==> src/rtl/ram_pkg.sv <==
// Shared widths and transaction types for the RAM request sequencer.
package ram_pkg;

    localparam int ADDR_W = 4;
    localparam int DATA_W = 8;

    // One upstream command as held in the command FIFO.
    typedef struct packed {
        logic              wr;
        logic [ADDR_W-1:0] addr;
        logic [DATA_W-1:0] wdata;
    } ram_cmd_t;

    // One read result as held in the response buffer.
    typedef struct packed {
        logic [ADDR_W-1:0] addr;
        logic [DATA_W-1:0] data;
    } ram_rsp_t;

endpackage

==> src/rtl/ram_sync_fifo.sv <==
// Synchronous in-order FIFO with registered occupancy count.
// Push is refused when full and pop is ignored when empty, both judged on the
// registered count, so a push never borrows space from a same-cycle pop.
module ram_sync_fifo #(
    parameter type T     = logic [7:0],
    parameter int  DEPTH = 4,
    parameter int  CNT_W = $clog2(DEPTH + 1)
) (
    input  logic             clk,
    input  logic             rst_n,
    input  logic             push,
    input  T                 push_data,
    input  logic             pop,
    output T                 pop_data,
    output logic [CNT_W-1:0] count
);

    localparam int PTR_W = (DEPTH > 1) ? $clog2(DEPTH) : 1;

    T                 mem [DEPTH];
    logic [PTR_W-1:0] wr_ptr;
    logic [PTR_W-1:0] rd_ptr;
    logic             full;
    logic             empty;
    logic             do_push;
    logic             do_pop;

    // Occupancy flags and guarded handshakes.
    always_comb begin
        full     = (count == CNT_W'(DEPTH));
        empty    = (count == '0);
        do_push  = push && !full;
        do_pop   = pop && !empty;
        pop_data = mem[rd_ptr];
    end

    // Storage, pointers and count; storage is cleared so the head reads zero after reset.
    always_ff @(posedge clk or negedge rst_n) begin
        if (!rst_n) begin
            wr_ptr <= '0;
            rd_ptr <= '0;
            count  <= '0;
            for (int unsigned i = 0; i < DEPTH; i++) begin
                mem[i] <= '0;
            end
        end else begin
            if (do_push) begin
                mem[wr_ptr] <= push_data;
                wr_ptr      <= (wr_ptr == PTR_W'(DEPTH - 1)) ? '0 : wr_ptr + 1'b1;
            end
            if (do_pop) begin
                rd_ptr <= (rd_ptr == PTR_W'(DEPTH - 1)) ? '0 : rd_ptr + 1'b1;
            end
            case ({do_push, do_pop})
                2'b10:   count <= count + 1'b1;
                2'b01:   count <= count - 1'b1;
                default: count <= count;
            endcase
        end
    end

endmodule

==> src/rtl/ram_req_ctrl.sv <==
// Request sequencer for the 16x8 single-port RAM: buffers commands, issues
// one per cycle onto the registered RAM port, captures read data two cycles
// after issue and returns it through an in-order response buffer.
module ram_req_ctrl #(
    parameter int ADDR_W     = ram_pkg::ADDR_W,
    parameter int DATA_W     = ram_pkg::DATA_W,
    parameter int FIFO_DEPTH = 4,
    parameter int RSP_DEPTH  = 2
) (
    input  logic              clk,
    input  logic              rst_n,
    input  logic              cmd_valid,
    output logic              cmd_ready,
    input  logic              cmd_wr,
    input  logic [ADDR_W-1:0] cmd_addr,
    input  logic [DATA_W-1:0] cmd_wdata,
    output logic              wr,
    output logic [ADDR_W-1:0] addr,
    output logic [DATA_W-1:0] din,
    input  logic [DATA_W-1:0] dout,
    output logic              rsp_valid,
    input  logic              rsp_ready,
    output logic [DATA_W-1:0] rsp_data,
    output logic [ADDR_W-1:0] rsp_addr
);

    import ram_pkg::*;

    localparam int CMD_CW = $clog2(FIFO_DEPTH + 1);
    localparam int RSP_CW = $clog2(RSP_DEPTH + 1);

    ram_cmd_t          cmd_in;
    ram_cmd_t          cmd_head;
    logic [CMD_CW-1:0] cmd_count;
    logic              cmd_push;

    ram_rsp_t          rsp_in;
    ram_rsp_t          rsp_head;
    logic [RSP_CW-1:0] rsp_count;
    logic              rsp_pop;

    logic              issue;
    logic              s1_valid;
    logic              s2_valid;
    logic [ADDR_W-1:0] s2_addr;
    logic [1:0]        inflight;

    // Upstream handshake, issue decision and response packing.
    always_comb begin
        cmd_in.wr    = cmd_wr;
        cmd_in.addr  = cmd_addr;
        cmd_in.wdata = cmd_wdata;
        cmd_ready    = (cmd_count != CMD_CW'(FIFO_DEPTH));
        cmd_push     = cmd_valid && cmd_ready;

        // Reads still travelling through the RAM have a reserved response slot.
        inflight     = {1'b0, s1_valid} + {1'b0, s2_valid};
        issue        = (cmd_count != '0) &&
                       (cmd_head.wr || ((int'(rsp_count) + int'(inflight)) < RSP_DEPTH));

        rsp_in.addr  = s2_addr;
        rsp_in.data  = dout;
        rsp_valid    = (rsp_count != '0);
        rsp_pop      = rsp_valid && rsp_ready;
        rsp_data     = rsp_head.data;
        rsp_addr     = rsp_head.addr;
    end

    ram_sync_fifo #(
        .T     (ram_cmd_t),
        .DEPTH (FIFO_DEPTH)
    ) u_cmd_fifo (
        .clk       (clk),
        .rst_n     (rst_n),
        .push      (cmd_push),
        .push_data (cmd_in),
        .pop       (issue),
        .pop_data  (cmd_head),
        .count     (cmd_count)
    );

    // RAM port registers: load from the FIFO head on issue, otherwise a benign held read.
    always_ff @(posedge clk or negedge rst_n) begin
        if (!rst_n) begin
            wr   <= 1'b0;
            addr <= '0;
            din  <= '0;
        end else if (issue) begin
            wr   <= cmd_head.wr;
            addr <= cmd_head.addr;
            din  <= cmd_head.wdata;
        end else begin
            wr   <= 1'b0;
        end
    end

    // Read pipeline: stage 1 is the cycle the RAM samples addr, stage 2 the cycle dout is valid.
    always_ff @(posedge clk or negedge rst_n) begin
        if (!rst_n) begin
            s1_valid <= 1'b0;
            s2_valid <= 1'b0;
            s2_addr  <= '0;
        end else begin
            s1_valid <= issue && !cmd_head.wr;
            s2_valid <= s1_valid;
            s2_addr  <= addr;
        end
    end

    ram_sync_fifo #(
        .T     (ram_rsp_t),
        .DEPTH (RSP_DEPTH)
    ) u_rsp_fifo (
        .clk       (clk),
        .rst_n     (rst_n),
        .push      (s2_valid),
        .push_data (rsp_in),
        .pop       (rsp_pop),
        .pop_data  (rsp_head),
        .count     (rsp_count)
    );

endmodule

==> config.mk <==
export PLATFORM = sky130hd
export DESIGN_NAME = ram_req_ctrl
export DESIGN_NICKNAME = d
export VERILOG_FILES = /design/src/rtl/ram_pkg.sv /design/src/rtl/ram_sync_fifo.sv /design/src/rtl/ram_req_ctrl.sv
export SDC_FILE = /design/constraint.sdc
export NUM_CORES = 1
export LEC_CHECK = 0
export BUFFER_PORTS_ARGS = -buffer_cell sky130_fd_sc_hd__buf_2
export CAP_MARGIN = 5
export CORE_ASPECT_RATIO = 1.5
export CORE_MARGIN = 8
export CORE_UTILIZATION = 52
export CTS_BUF_LIST = sky130_fd_sc_hd__clkbuf_16
export DETAILED_ROUTE_END_ITERATION = 8
export PLACE_DENSITY = 0.75
export RECOVER_POWER = 100
export SKIP_CTS_REPAIR_TIMING = 1
export SLEW_MARGIN = 15
export SYNTH_ARGS = -nofsm -noshare
export SYNTH_HDL_FRONTEND = slang
export SYNTH_SLANG_ARGS = --single-unit
==> constraint.sdc <==
create_clock -name clk -period 2.5 [get_ports clk]
set_input_delay 0.375 -clock clk [delete_from_list [all_inputs] [get_ports clk]]
set_output_delay 0.375 -clock clk [all_outputs]
set_load 0.1 [all_outputs]
### Yosys cells after proc, flatten, opt, wreduce, memory -nomap -nowiden

Cells that the tools add are included.
Widths: inputs -> output; s select.

* register bits: 106
* bits of input ports: 25
* output and inout bits: 27

* add/subtract/negate cells: 10
* order comparisons: 7
* eq/ne operators: 9
* muxes and demuxes: 19
* bitwise gates (word level): 4
* reductions and logical operators: 22

Operators with widths (number)
* $bwmux 52: 1
* $mux 12: 4
* $mux 13: 3
* $bmux 13 s2: 1
* $demux 13 s2: 1
* $bwmux 24: 1
* $demux 12 s1: 1
* $eq 2x2->1 const B: 5
* $logic_and 1x1->1: 10
* $add 2x1->2 const B: 3
* $ge 3x3->1 const B: 2
* $not 2->3: 2
* $pmux 3 s2: 1
* $reduce_bool 2->1: 3
* $logic_not 1->1: 5
* $eq 2x1->1 const B: 2
* $ge 2x2->1 const B: 2
* $mux 2: 2
* $not 1->2: 2
* $pmux 2 s2: 1
* $add 2x2->3: 1
* $add 3x1->3 const B: 1
* $eq 3x3->1 const B: 1
* $logic_not 3->1: 1
* other kinds (12): 15

### Logic depth before layout (Yosys ltp)

* depth after elaboration: 9
* mapped depth: 11

### Modules after synthesis

From an unflattened synthesis, not the netlist that was laid out.

* cells, all modules: 289
* area total of the unflattened synthesis: 4765.8 um2

Modules (own cells, without submodules)
* ram_sync_fifo (u_cmd_fifo): instances 1, cells each 166, area an instance 2683.8 um2, seq. area each 1476.4 um2
* ram_sync_fifo (u_rsp_fifo): instances 1, cells each 79, area an instance 1335.0 um2, seq. area each 700.7 um2
* ram_req_ctrl: instances 1, cells each 44, area an instance 747.0 um2, seq. area each 475.5 um2

### Least setup slack after synthesis

OpenSTA, ideal clock, no wires.

* path kind: flip-flop to flip-flop
* from: register u_rsp_fifo.count[0]
* to: register u_cmd_fifo.count[2]
* data arrival time: 2505 ps
* slack: -85 ps
* stages on the path, launching flop included: 12
* period minus slack after synthesis: 2585 ps
* cell sequence: dfrtp_1 ha_1 a211oi_1 o21ai_4 buf_12 inv_1 ha_1 inv_1 fa_1 xor2_1 nor2_1 xor2_1

* longest elaborated chain between the ends: 7
* elaborated cells on any way between the ends: 9

Ends and longest elaborated chain
* from (decl): line ram_sync_fifo.sv:15 `output logic [CNT_W-1:0] count`
* from (signal assigned): line ram_sync_fifo.sv:55 `2'b10: count <= count + 1'b1;`
* from (signal assigned): line ram_sync_fifo.sv:56 `2'b01: count <= count - 1'b1;`
* from (signal assigned): line ram_sync_fifo.sv:57 `default: count <= count;`
* $add 2x2->3 *: line ram_req_ctrl.sv:59 `(cmd_head.wr || ((int'(rsp_count) + int'(inflight)) < RSP_DEPTH));`
* $lt 3x2->1 *: line ram_req_ctrl.sv:59
* $logic_or 1x1->1 *: line ram_req_ctrl.sv:59
* $logic_and 1x1->1 *: line ram_req_ctrl.sv:58 `issue = (cmd_count != '0) &&`
* named net issue: line ram_req_ctrl.sv:42 `logic issue;`
* $logic_and 1x1->1 *: line ram_sync_fifo.sv:33 `do_pop = pop && !empty;`
* $eq 2x1->1 or $eq 2x2->1 (tied branches): line ram_sync_fifo.sv:54 `case ({do_push, do_pop})`
* $pmux 3 s2 or $reduce_bool 2->1 (tied branches)
* to (signal assigned): line ram_sync_fifo.sv:55
* to (signal assigned): line ram_sync_fifo.sv:56
* to (signal assigned): line ram_sync_fifo.sv:57
* to (decl): line ram_sync_fifo.sv:15

The timed path passes the listed nets; every way through them passes the cells marked *.
A chain may end at the register's enable or synchronous reset.

### Final worst setup path

Ends and elaborated chain as after synthesis.

==> flow_summary.yaml <==
sta:
  fin_skew_ps: 5.38
  finalSetupViolations: 0
  fmax_mhz: 433
  slew_headroom: 0.212
  rsz0062_at_grt: "no"
  tightest_slew_ps: 1190
  slew_viol_final: 0
  timing.hold.ws_ps: 244
  setup_tns_ps: 0
  fin_crit_ps: 2310
  finalHoldViolations: 0
  timing.final.crit_share: 0.924
worst_setup_path:
  critPathRequiredTime_ps: 2760
  cp.arrival_ps: 2570
  cp-start-kind: "register"
  critPathKind: "register to register"
  end_kind: "register"
  crit_fanout: 3
clocking:
  h-tree-depth: 3
  cts_tree: "done"
  cts_max_path_buffers: 2
  cts_made_buffers: 9
  cts_root_buf: "clkbuf_16"
  clkTransAtPathRegs_ps: 60
  cts.sink_count: 106
  clkLatencyLatePin_ps: 330
finish:
  fin_util: 0.596
  final_cell_mix: "dfrtp_1 (106), mux2_2 (86), buf_2 (23)"
  final_cells: 459
  final_common_cell: "dfrtp_1"
  nets: 378
  syn_to_final_growth_pct: 12.0
  layout-drive-gt1-share: 0.447
  antenna_cells: 0
worst_hold_path:
  hold_class: "primary input to asynchronous set/reset pin"
die:
  io_pins: 52
  start_util: 0.532
  die_x_um: 93.4
  core_area_um2: 8780
  die_h_um: 132
  die-area_um2: 12300
  rows: 42
logic_synthesis:
  syn_nets: 320
  synth_cells: 286
  ys.warnings.count: 0
  avgSynthCellArea_um2: 16.3
  yosys.area.top_type_share: 0.568
  synth_area_um2: 4670
  synth-main-ff-cell: "dfrtp_1"
  async_flop_share: 1.00
  yosys-top-cells-area: "dfrtp_1 (57%), mux2_2 (21%), mux2_4 (5.8%)"
  synth_edf_count: 0
  synth_seq_cells: 106
  synth.largest_area_cell: "dfrtp_1"
  synth_cell_type_count: 30
  ys_seq_area_frac: 0.568
flow_run:
  drv_cap: 0
detailed_routing:
  routed_wl_um: 8050
  drt_iter0_drc: 38
  via_per_inst: 5.37
  drc: 0
  final_antenna_net_count: 0
  first_pass_iters: 4
  wl_per_cell_um: 17.5
  num_vias: 2464
global_route:
  track_usage: 0.143
  grt_max_degree: 64
  grt_overflow_total: 0
  antenna_found_initial: 0
  grt_pass1_vias: 2719
  grt_pass1_wl_um: 13800
run_status:
  outcome: "completed"
place:
  io_buffers: 51
  dpl.hpwl_um: 5620
  place.gp.congestion: 0.747
  dp.cells: 443
sequential cells by signal (all words and copies together) (netlist names):
| signal | cells |
|---|---|
| u_cmd_fifo.count | 3 |
| u_rsp_fifo.wr_ptr | 1 |
| s2_valid | 1 |
| u_cmd_fifo.rd_ptr | 2 |
| u_rsp_fifo.count | 2 |
| s2_addr | 4 |
| addr | 4 |
| s1_valid | 1 |
| u_rsp_fifo.rd_ptr | 1 |
| wr | 1 |
| din | 8 |
| u_cmd_fifo.wr_ptr | 2 |
| u_rsp_fifo.mem | 24 |
| u_cmd_fifo.mem | 52 |
final timing paths:
check | from | endpoint | slack, ps | cells after the start
max | u_rsp_fifo.count[0] | u_cmd_fifo.count[2] | 190 | 10
min | rst_n | u_rsp_fifo.rd_ptr | 240 | 1
max reg2reg | u_rsp_fifo.count[0] | u_cmd_fifo.count[2] | 190 | 10
min reg2reg | s1_valid | s2_valid | 380 | 0
max in group asynchronous | rst_n | u_cmd_fifo.mem[27] | 760 | 2
min in group clk | dout[1] | u_rsp_fifo.mem[1] | 290 | 2
synthesized netlist by cell type (3+ instances only):
library cell    n
inv_1           8
nor2_1          4
dfrtp_1       106
buf_2           6
nand3_1         3
mux2_4         18
mux4_2         10
mux4_1          3
mux2_2         86
ha_1            8
xnor2_1         5
xor2_1          3
clkbuf_1        3
buf_6           3
cell type report:
| class | count | area [µm²] |
|---|---|---|
| Clock buffer | 9 | 225 |
| Clock inverter | 7 | 60.1 |
| Fill cell | 705 | 3550 |
| Inverter | 8 | 30.0 |
| Multi-Input combinational cell | 158 | 1830 |
| Sequential cell | 106 | 2650 |
| Tap cell | 110 | 138 |
| Timing Repair Buffer | 61 | 290 |
routing by layer:
layer	track usage	wire, µm	part of all wire
met3	0.0371	351	0.044
met2	0.243	4240	0.53
met4	0.0486	91	0.011
met5	0	0	0
met1	0.168	3370	0.42
per-stage QoR:
step,instance area (µm²),setup WS [ps]
after global routing,5230,23.6
final,5230,191
after floorplan,4670,46.0
after global placement,5060,282
after detailed placement,5060,176
after CTS,5340,164
critical path, cell delays in order, from the launching register on:
cell,delay [ps]
dfrtp_1,380
ha_1,330
a211oi_4,330
o21ai_4,80
inv_1,60
ha_1,180
inv_1,60
fa_1,390
xor2_1,170
nor2_1,110
xor2_1,150
kinds of logic after synthesis:
group,count (synthesis),share of synthesized area
multiplexers,118,0.333
adder cells (fa/ha/maj),9,0.0257
buffers and inverters,22,0.0276
flip-flops,106,0.568
XOR/XNOR,8,0.0150
AO/OA/AOI/OAI,7,0.0129
AND/OR/NAND/NOR,16,0.0180
Power is left out: the tool's default activity adds up to more than one toggle a clock period on the data nets, which glitch-free logic cannot reach.
